File: config.mk
export PLATFORM = sky130hd
export DESIGN_NAME = mem_access_unit
export DESIGN_NICKNAME = d
export VERILOG_FILES = /design/src/rtl/mem_pkg.sv /design/src/rtl/mem_lane_align.sv /design/src/rtl/mem_access_unit.sv
export SDC_FILE = /design/constraint.sdc
export NUM_CORES = 1
export LEC_CHECK = 0
export ABC_AREA = 1
export BUFFER_PORTS_ARGS = -buffer_cell sky130_fd_sc_hd__buf_2
export CORE_MARGIN = 1.5
export CORE_UTILIZATION = 30
export CTS_CLUSTER_DIAMETER = 200
export DETAILED_ROUTE_END_ITERATION = 12
export PLACE_DENSITY_LB_ADDON = 0.08
export SLEW_MARGIN = 25
export SYNTH_ARGS = -nofsm -noshare
export SYNTH_HDL_FRONTEND = slang
export SYNTH_HIERARCHICAL = 1
export SYNTH_SLANG_ARGS = --single-unit
File: constraint.sdc
create_clock -name clk -period 11.59 [get_ports clk]
set_clock_uncertainty 0.05 [all_clocks]
set_input_delay 3.477 -clock clk [delete_from_list [all_inputs] [get_ports clk]]
set_output_delay 3.477 -clock clk [all_outputs]
set_load 0.03 [all_outputs]
File: src/rtl/mem_pkg.sv
// Shared definitions for the MEM-stage access unit: access sizes, FSM states
// and the alignment rule used to reject requests up front.
package mem_pkg;

  localparam logic [1:0] SZ_BYTE = 2'b00;
  localparam logic [1:0] SZ_HALF = 2'b01;
  localparam logic [1:0] SZ_WORD = 2'b10;

  typedef enum logic [1:0] {
    IDLE = 2'b00,
    RD   = 2'b01,
    WR   = 2'b10,
    RESP = 2'b11
  } state_e;

  // Size 11 is illegal and always treated as an error.
  function automatic logic misaligned(input logic [1:0] size, input logic [1:0] addr_lo);
    logic bad;
    bad = 1'b0;
    case (size)
      SZ_BYTE: bad = 1'b0;
      SZ_HALF: bad = addr_lo[0];
      SZ_WORD: bad = (addr_lo != 2'b00);
      default: bad = 1'b1;
    endcase
    return bad;
  endfunction

endpackage

File: src/rtl/mem_lane_align.sv
// Little-endian lane handling: merges store data into a read word and
// extracts/extends the addressed lane of a read word for loads.
import mem_pkg::*;

module mem_lane_align (
  input  logic [31:0] rdata_i,
  input  logic [31:0] wdata_i,
  input  logic [1:0]  size_i,
  input  logic        signed_i,
  input  logic [1:0]  addr_lo_i,
  output logic [31:0] merged_o,
  output logic [31:0] load_o
);

  logic [7:0]  byte_sel;
  logic [15:0] half_sel;

  always_comb begin
    merged_o = rdata_i;
    case (size_i)
      SZ_BYTE: merged_o[{addr_lo_i, 3'b000} +: 8]  = wdata_i[7:0];
      SZ_HALF: merged_o[{addr_lo_i[1], 4'b0000} +: 16] = wdata_i[15:0];
      default: merged_o = wdata_i;
    endcase
  end

  always_comb begin
    byte_sel = rdata_i[{addr_lo_i, 3'b000} +: 8];
    half_sel = rdata_i[{addr_lo_i[1], 4'b0000} +: 16];
    case (size_i)
      SZ_BYTE: load_o = {{24{signed_i & byte_sel[7]}}, byte_sel};
      SZ_HALF: load_o = {{16{signed_i & half_sel[15]}}, half_sel};
      default: load_o = rdata_i;
    endcase
  end

endmodule

File: src/rtl/mem_access_unit.sv
// MEM-stage initiator: turns byte/half/word load/store requests into aligned
// memory reads and writes, using read-modify-write for sub-word stores.
import mem_pkg::*;

module mem_access_unit #(
  parameter int ADDR_W = 32,
  parameter int DATA_W = 32
) (
  input  logic              clk,
  input  logic              reset,
  input  logic              req_valid,
  output logic              req_ready,
  input  logic              req_we,
  input  logic [1:0]        req_size,
  input  logic              req_signed,
  input  logic [ADDR_W-1:0] req_addr,
  input  logic [DATA_W-1:0] req_wdata,
  output logic              MemRead,
  output logic              MemWrite,
  output logic [ADDR_W-1:0] Address,
  output logic [DATA_W-1:0] WriteData,
  input  logic [DATA_W-1:0] ReadData,
  output logic              stall,
  output logic              resp_valid,
  output logic [DATA_W-1:0] resp_rdata,
  output logic              resp_err
);

  state_e            state_q, state_d;
  logic              we_q, signed_q, err_q;
  logic [1:0]        size_q;
  logic [ADDR_W-1:0] addr_q, addr_out_q;
  logic [DATA_W-1:0] wdata_q, rdata_q, wdata_out_q;
  logic [DATA_W-1:0] merged, load_data;
  logic [ADDR_W-1:0] aligned_addr;
  logic              req_err;

  assign aligned_addr = {addr_q[ADDR_W-1:2], 2'b00};
  assign req_err      = misaligned(req_size, req_addr[1:0]);

  mem_lane_align u_align (
    .rdata_i   (rdata_q),
    .wdata_i   (wdata_q),
    .size_i    (size_q),
    .signed_i  (signed_q),
    .addr_lo_i (addr_q[1:0]),
    .merged_o  (merged),
    .load_o    (load_data)
  );

  always_ff @(posedge clk or posedge reset) begin
    if (reset) begin
      state_q     <= IDLE;
      we_q        <= 1'b0;
      size_q      <= 2'b00;
      signed_q    <= 1'b0;
      err_q       <= 1'b0;
      addr_q      <= '0;
      wdata_q     <= '0;
      rdata_q     <= '0;
      addr_out_q  <= '0;
      wdata_out_q <= '0;
    end else begin
      state_q <= state_d;
      if (state_q == IDLE && req_valid) begin
        we_q     <= req_we;
        size_q   <= req_size;
        signed_q <= req_signed;
        err_q    <= req_err;
        addr_q   <= req_addr;
        wdata_q  <= req_wdata;
      end
      if (state_q == RD) rdata_q <= ReadData;
      if (state_q == RD || state_q == WR) addr_out_q <= aligned_addr;
      if (state_q == WR) wdata_out_q <= merged;
    end
  end

  // Memory-side buses only follow the live request during RD/WR and
  // otherwise hold whatever the last access drove.
  always_comb begin
    state_d  = state_q;
    MemRead  = 1'b0;
    MemWrite = 1'b0;
    case (state_q)
      IDLE: begin
        if (req_valid) begin
          if (req_err)                             state_d = RESP;
          else if (req_we && req_size == SZ_WORD)  state_d = WR;
          else                                     state_d = RD;
        end
      end
      RD: begin
        MemRead = 1'b1;
        state_d = we_q ? WR : RESP;
      end
      WR: begin
        MemWrite = 1'b1;
        state_d  = RESP;
      end
      default: state_d = IDLE;
    endcase
  end

  assign Address    = (state_q == RD || state_q == WR) ? aligned_addr : addr_out_q;
  assign WriteData  = (state_q == WR) ? merged : wdata_out_q;
  assign req_ready  = (state_q == IDLE);
  assign stall      = (state_q != IDLE);
  assign resp_valid = (state_q == RESP);
  assign resp_err   = (state_q == RESP) && err_q;
  assign resp_rdata = (state_q == RESP && !we_q && !err_q) ? load_data : '0;

endmodule

; Yosys cells after proc, flatten, opt, wreduce, memory -nomap -nowiden
; Index checks and enable logic that the tools add are counted.
[op_classes]
add_sub_neg = 2
eq_ne = 7
n_shift = 6
mux = 15
bitwise_logic = 2
n_reduce_logical = 13
[ops]
columns = operator, n
row1 = 32-bit one-hot mux with 2 select lines, 2
row2 = 32-bit 2-to-1 mux, 3
row3 = 32-bit bitwise mux, 2
row4 = 16-bit by 7-bit variable shift with 32-bit output (first input constant), 1
row5 = 8-bit by 7-bit variable shift with 32-bit output (first input constant), 1
row6 = 16-bit by 7-bit variable part select with 32-bit output, 1
row7 = 32-bit by 6-bit variable part select with 16-bit output, 1
row8 = 32-bit by 6-bit variable part select with 8-bit output, 1
row9 = 8-bit by 7-bit variable part select with 32-bit output, 1
row10 = 5-bit negator with 7-bit output, 2
row11 = 2-bit by 1-bit equality test with 1-bit output (second input constant), 3
row12 = 2-bit equality test (second input constant), 3
row13 = 2-bit zero test, 3
row14 = 2-bit 2-to-1 mux, 3
row15 = 2-bit one-hot mux with 3 select lines, 1
row16 = 1-bit logical AND, 5
row17 = 2-bit nonzero test, 2
row18 = 1-bit 2-to-1 mux, 3
row19 = 1-bit one-hot mux with 3 select lines, 1
row20 = 1-bit bitwise AND, 2
row21 = 1-bit zero test, 2
row22 = 2-bit != test (second input constant), 1
row23 = 1-bit logical OR, 1
[totals]
regBits = 167
in_bits = 103
out_inout_bits = 102
elab_cells = 55

; Depth between registers and ports, before layout
[depth]
word_depth = 6
depth_mapped = 11
mapped_depth_nobuf = 9

; Cells and area by module
; The synthesis kept the hierarchy.
[modules_own_cells]
columns = mod, n_inst, cells_per_inst, area_per_inst_um2, seq_area_each_um2
row1 = mem_access_unit, 1, 526, 6645.1, 4179.0
row2 = mem_lane_align, 1, 432, 2118.3, 0.0

; Least setup slack after synthesis
; No wires, ideal clock.
[synth_timing]
path_type = reg2out
startpoint = register addr_q[1]
endpoint = output WriteData[25]
arrival_time_ns = 1.788
t_required_ns = 8.063
path_slack_ns = 6.275
stages_incl_launch_ff = 12
n_path_buf = 3
cell_sequence = dfrtp_1 inv_1 buf_6 ha_1 buf_2 inv_1 buf_4 nand3_1 o22ai_1 nand2_1 nand2_1 mux2_2
[synth_via]
elab_chain_cells = 5
word_cells_on_any_way = 10
classes_between = add/sub: 2 / shift: 4 / mux: 4
[synth_rtl]
columns = item, line_no
row1 = from (decl), mem_access_unit.sv:32  ; logic [ADDR_W-1:0] addr_q, addr_out_q;
row2 = from (signal assigned), mem_access_unit.sv:70  ; addr_q <= req_addr;
row3 = 5-bit negator with 7-bit output (on tied branches), "mem_lane_align.sv:22, mem_lane_align.sv:21"
row4 = "16-bit by 7-bit variable part select with 32-bit output, or another cell as far along", mem_lane_align.sv:22  ; SZ_HALF: merged_o[{addr_lo_i[1], 4'b0000} +: 16] = wdata_i[15:0];
row5 = 32-bit bitwise mux (on tied branches), "mem_lane_align.sv:22, mem_lane_align.sv:21"
row6 = 32-bit one-hot mux with 2 select lines (*), mem_lane_align.sv:20  ; case (size_i)
row7 = named net merged[25], mem_access_unit.sv:34  ; logic [DATA_W-1:0] merged, load_data;
row8 = 32-bit 2-to-1 mux (*), --
row9 = to (decl), mem_access_unit.sv:21  ; output logic [DATA_W-1:0] WriteData,
; The timed path passes the listed nets; every way through them passes the cells marked *.

; Worst setup path after layout
[layout_timing]
startpoint = register addr_q[0]
endpoint = output WriteData[10]
[layout_via]
elab_chain_cells = 5
word_cells_on_any_way = 6
classes_between = add/sub: 1 / shift: 2 / mux: 3
[layout_rtl]
columns = item, line_no
row1 = 5-bit negator with 7-bit output (*), mem_lane_align.sv:21  ; SZ_BYTE: merged_o[{addr_lo_i, 3'b000} +: 8] = wdata_i[7:0];
row2 = 8-bit by 7-bit variable part select with 32-bit output / 8-bit by 7-bit variable shift with 32-bit output (equally long branches), mem_lane_align.sv:21
row3 = 32-bit bitwise mux (*), mem_lane_align.sv:21
row4 = 32-bit one-hot mux with 2 select lines (*), mem_lane_align.sv:20
row5 = named net merged[10], mem_access_unit.sv:34
row6 = 32-bit 2-to-1 mux (*), --
; Marked as above.

==> results.yml <==
sta:
  drv_slew: 0
  hold_violations: 0
  worst_pin_slew_ns: 0.817
  fmax_ghz: 0.148
  rsz0062_at_grt: "false"
  relSlewSlack: 0.455
  whs_ns: 0.415
  finalSetupTns_ns: 0
  setup_viol: 0
  period_share: 0.584
  min_period_ns: 6.77
synth:
  synth_cells: 958
  ys_types: 32
  async_flop_share: 1.00
  synth_area_leaders: "dfrtp_1 48%, mux2_2 16%, nand2_1 13%"
  ys_warn_count: 6
  synth_seq_cells: 167
  yosysTopAreaCell: "dfrtp_1"
  avgSynthCellArea_um2: 9.15
  synth_edf_count: 0
  synth_top_cell_area_share: 0.477
  synth_nets: 1071
  syn_area_um2: 8760
  synth-main-ff-cell: "dfrtp_1"
  seq_area_frac_synth: 0.477
cells_and_area:
  final_area_um2: 10600
  instances_no_fill: 1534
  final_cell_mix: "298 x nand2_1, 204 x buf_2, 167 x dfrtp_1"
  final_nets: 1248
  syn_to_final_growth_pct: 20.5
  final_common_cell: "nand2_1"
  drive_gt1_frac: 0.339
drt:
  drt_wl_total_um: 26500
  post_drt_wl_per_cell_um: 17.3
  ant_nets: 0
  routed_via_density: 4.57
  drc: 0
  drtIter0Drc: 437
  vias: 7013
  firstDrtPassIters: 5
min_path:
  min_from: "addr_out_q[23]"
  hold_path.class: "reg2reg"
global_route:
  grt_pass1_wl_um: 40900
  grtUsageMet1: 0.230
  grt_max_degree: 74
  grtUsageMet2: 0.290
  gr-max-usage-layer: "met2"
  track_usage: 0.177
  grt_overflow: 0
  grt_pass1_vias: 6819
  antenna_found_initial: 7
  met3_usage: 0.0536
critical_path:
  cp.arrival_ns: 3.24
  critPathLaunchType: "flop"
  crit_type: "reg2out"
  worst_setup_path_end_kind: "primary output"
  startpoint: "addr_q[0]"
  critPathRequiredTime_ns: 8.06
  r2r_start: "addr_q[0]"
  worstPathMaxFanout: 17
floorplanning:
  initial_core_util: 0.305
  rows: 62
  dieArea_um2: 30200
  coreArea_um2: 28700
  die_w_um: 174
  boundaryPins: 205
  die_y_um: 174
job:
  drv_cap: 0
power_and_ir_drop:
  power_mw: 3.91
  p_leak_nw: 5.43
  power_density_nw_per_um2: 370
  vdd_drop_max_mv: 0.231
clock_network:
  clk_pin_slew_ns: 0.08
  clkSinkCount: 167
  ctsResizeCount: 0
  cts_inserted_buffers: 17
  cts.path.max_buffers: 2
  clock_latency_ns: 0.44
  postCtsHoldBufs: 0
  root_buffer: "clkbuf_16"
  post_cts_buffers: 0
  h-tree-depth: 4
  cts_tree: "built"
outcome:
  status: "completed"
place:
  dp_hpwl_um: 18500
  placedCellCount: 1500
  placed_cell_area_um2: 9960
  portBuffers: 204
  place.gp.congestion: 0.785
layout make-up:
cell class              instances  area, um2
well taps                     384        480
fillers                      3107      18100
flip-flops and latches        167       4180
repair buffers                212       1080
clock buffers                  18        429
clock inverters                14        161
multi-input cells             643       3870
diodes                          2       5.00
inverters                      94        358
power breakdown:
group	internal, mW	switching (mW)
combinational	0.750	1.47
clock	0.324	0.267
sequential	0.881	0.217
total	1.96	1.95
state kept, by name (all words and copies together), names as in the netlist:
name	flops
size_q	2
addr_q	32
err_q	1
state_q	2
rdata_q	32
wdata_q	32
we_q	1
wdata_out_q	32
signed_q	1
addr_out_q	32
path summary, 6_finish.rpt:
| check | to | slack [ns] | cells past startpoint |
|---|---|---|---|
| max | WriteData[10] | 4.82 | 9 |
| min | addr_out_q[23] | 0.41 | 2 |
| max reg2reg | wdata_out_q[10] | 8.86 | 8 |
| min reg2reg | addr_out_q[23] | 0.41 | 2 |
| max in group asynchronous | addr_q[3] | 7.26 | 3 |
| min in group asynchronous | wdata_out_q[26] | 3.02 | 2 |
per-stage QoR:
| stage | utilization | setup WS [ns] |
|---|---|---|
| global route | 0.368 | 4.59 |
| floorplan | - | 3.54 |
| finish | 0.368 | 4.82 |
| CTS | 0.368 | 4.85 |
| detailed placement | 0.347 | 5.37 |
| global placement | 0.347 | 5.44 |
logic make-up after synthesis:
family | Yosys count | synth area share
AO/OA/AOI/OAI | 101 | 0.0670
buffers and inverters | 148 | 0.0825
flip-flops | 167 | 0.477
AND/OR/NAND/NOR | 403 | 0.192
multiplexers | 129 | 0.167
adder cells (fa/ha/maj) | 10 | 0.0143
cells in the mapped netlist (4+ instances only):
cell type / count
clkbuf_8: 5
nand2_1: 298
nand3_2: 4
nor2_1: 42
o21a_1: 4
clkbuf_1: 15
mux2_4: 4
buf_6: 10
a22oi_1: 8
buf_2: 19
dfrtp_1: 167
o211ai_1: 8
a21oi_1: 19
buf_4: 5
ha_1: 10
nand3_1: 31
mux2_2: 124
o21ai_0: 42
nand4_1: 16
o22ai_1: 16
inv_1: 91
worst max-delay path: stages, from the launching register on:
cell	delay [ns]
dfrtp_1	0.70
inv_1	0.23
ha_1	0.37
inv_1	0.45
nand3_1	0.26
o22ai_1	0.18
nand2_1	0.07
nand2_1	0.15
mux2_2	0.18
buf_2	0.19
layer usage:
metal / routed length (um) / vias up
met5: 77 / -
met4: 284 / 10
met3: 1580 / 29
met2: 12600 / 159
met1: 11900 / 3338
li1: - / 3477
Power figures use the tool's default switching activity.
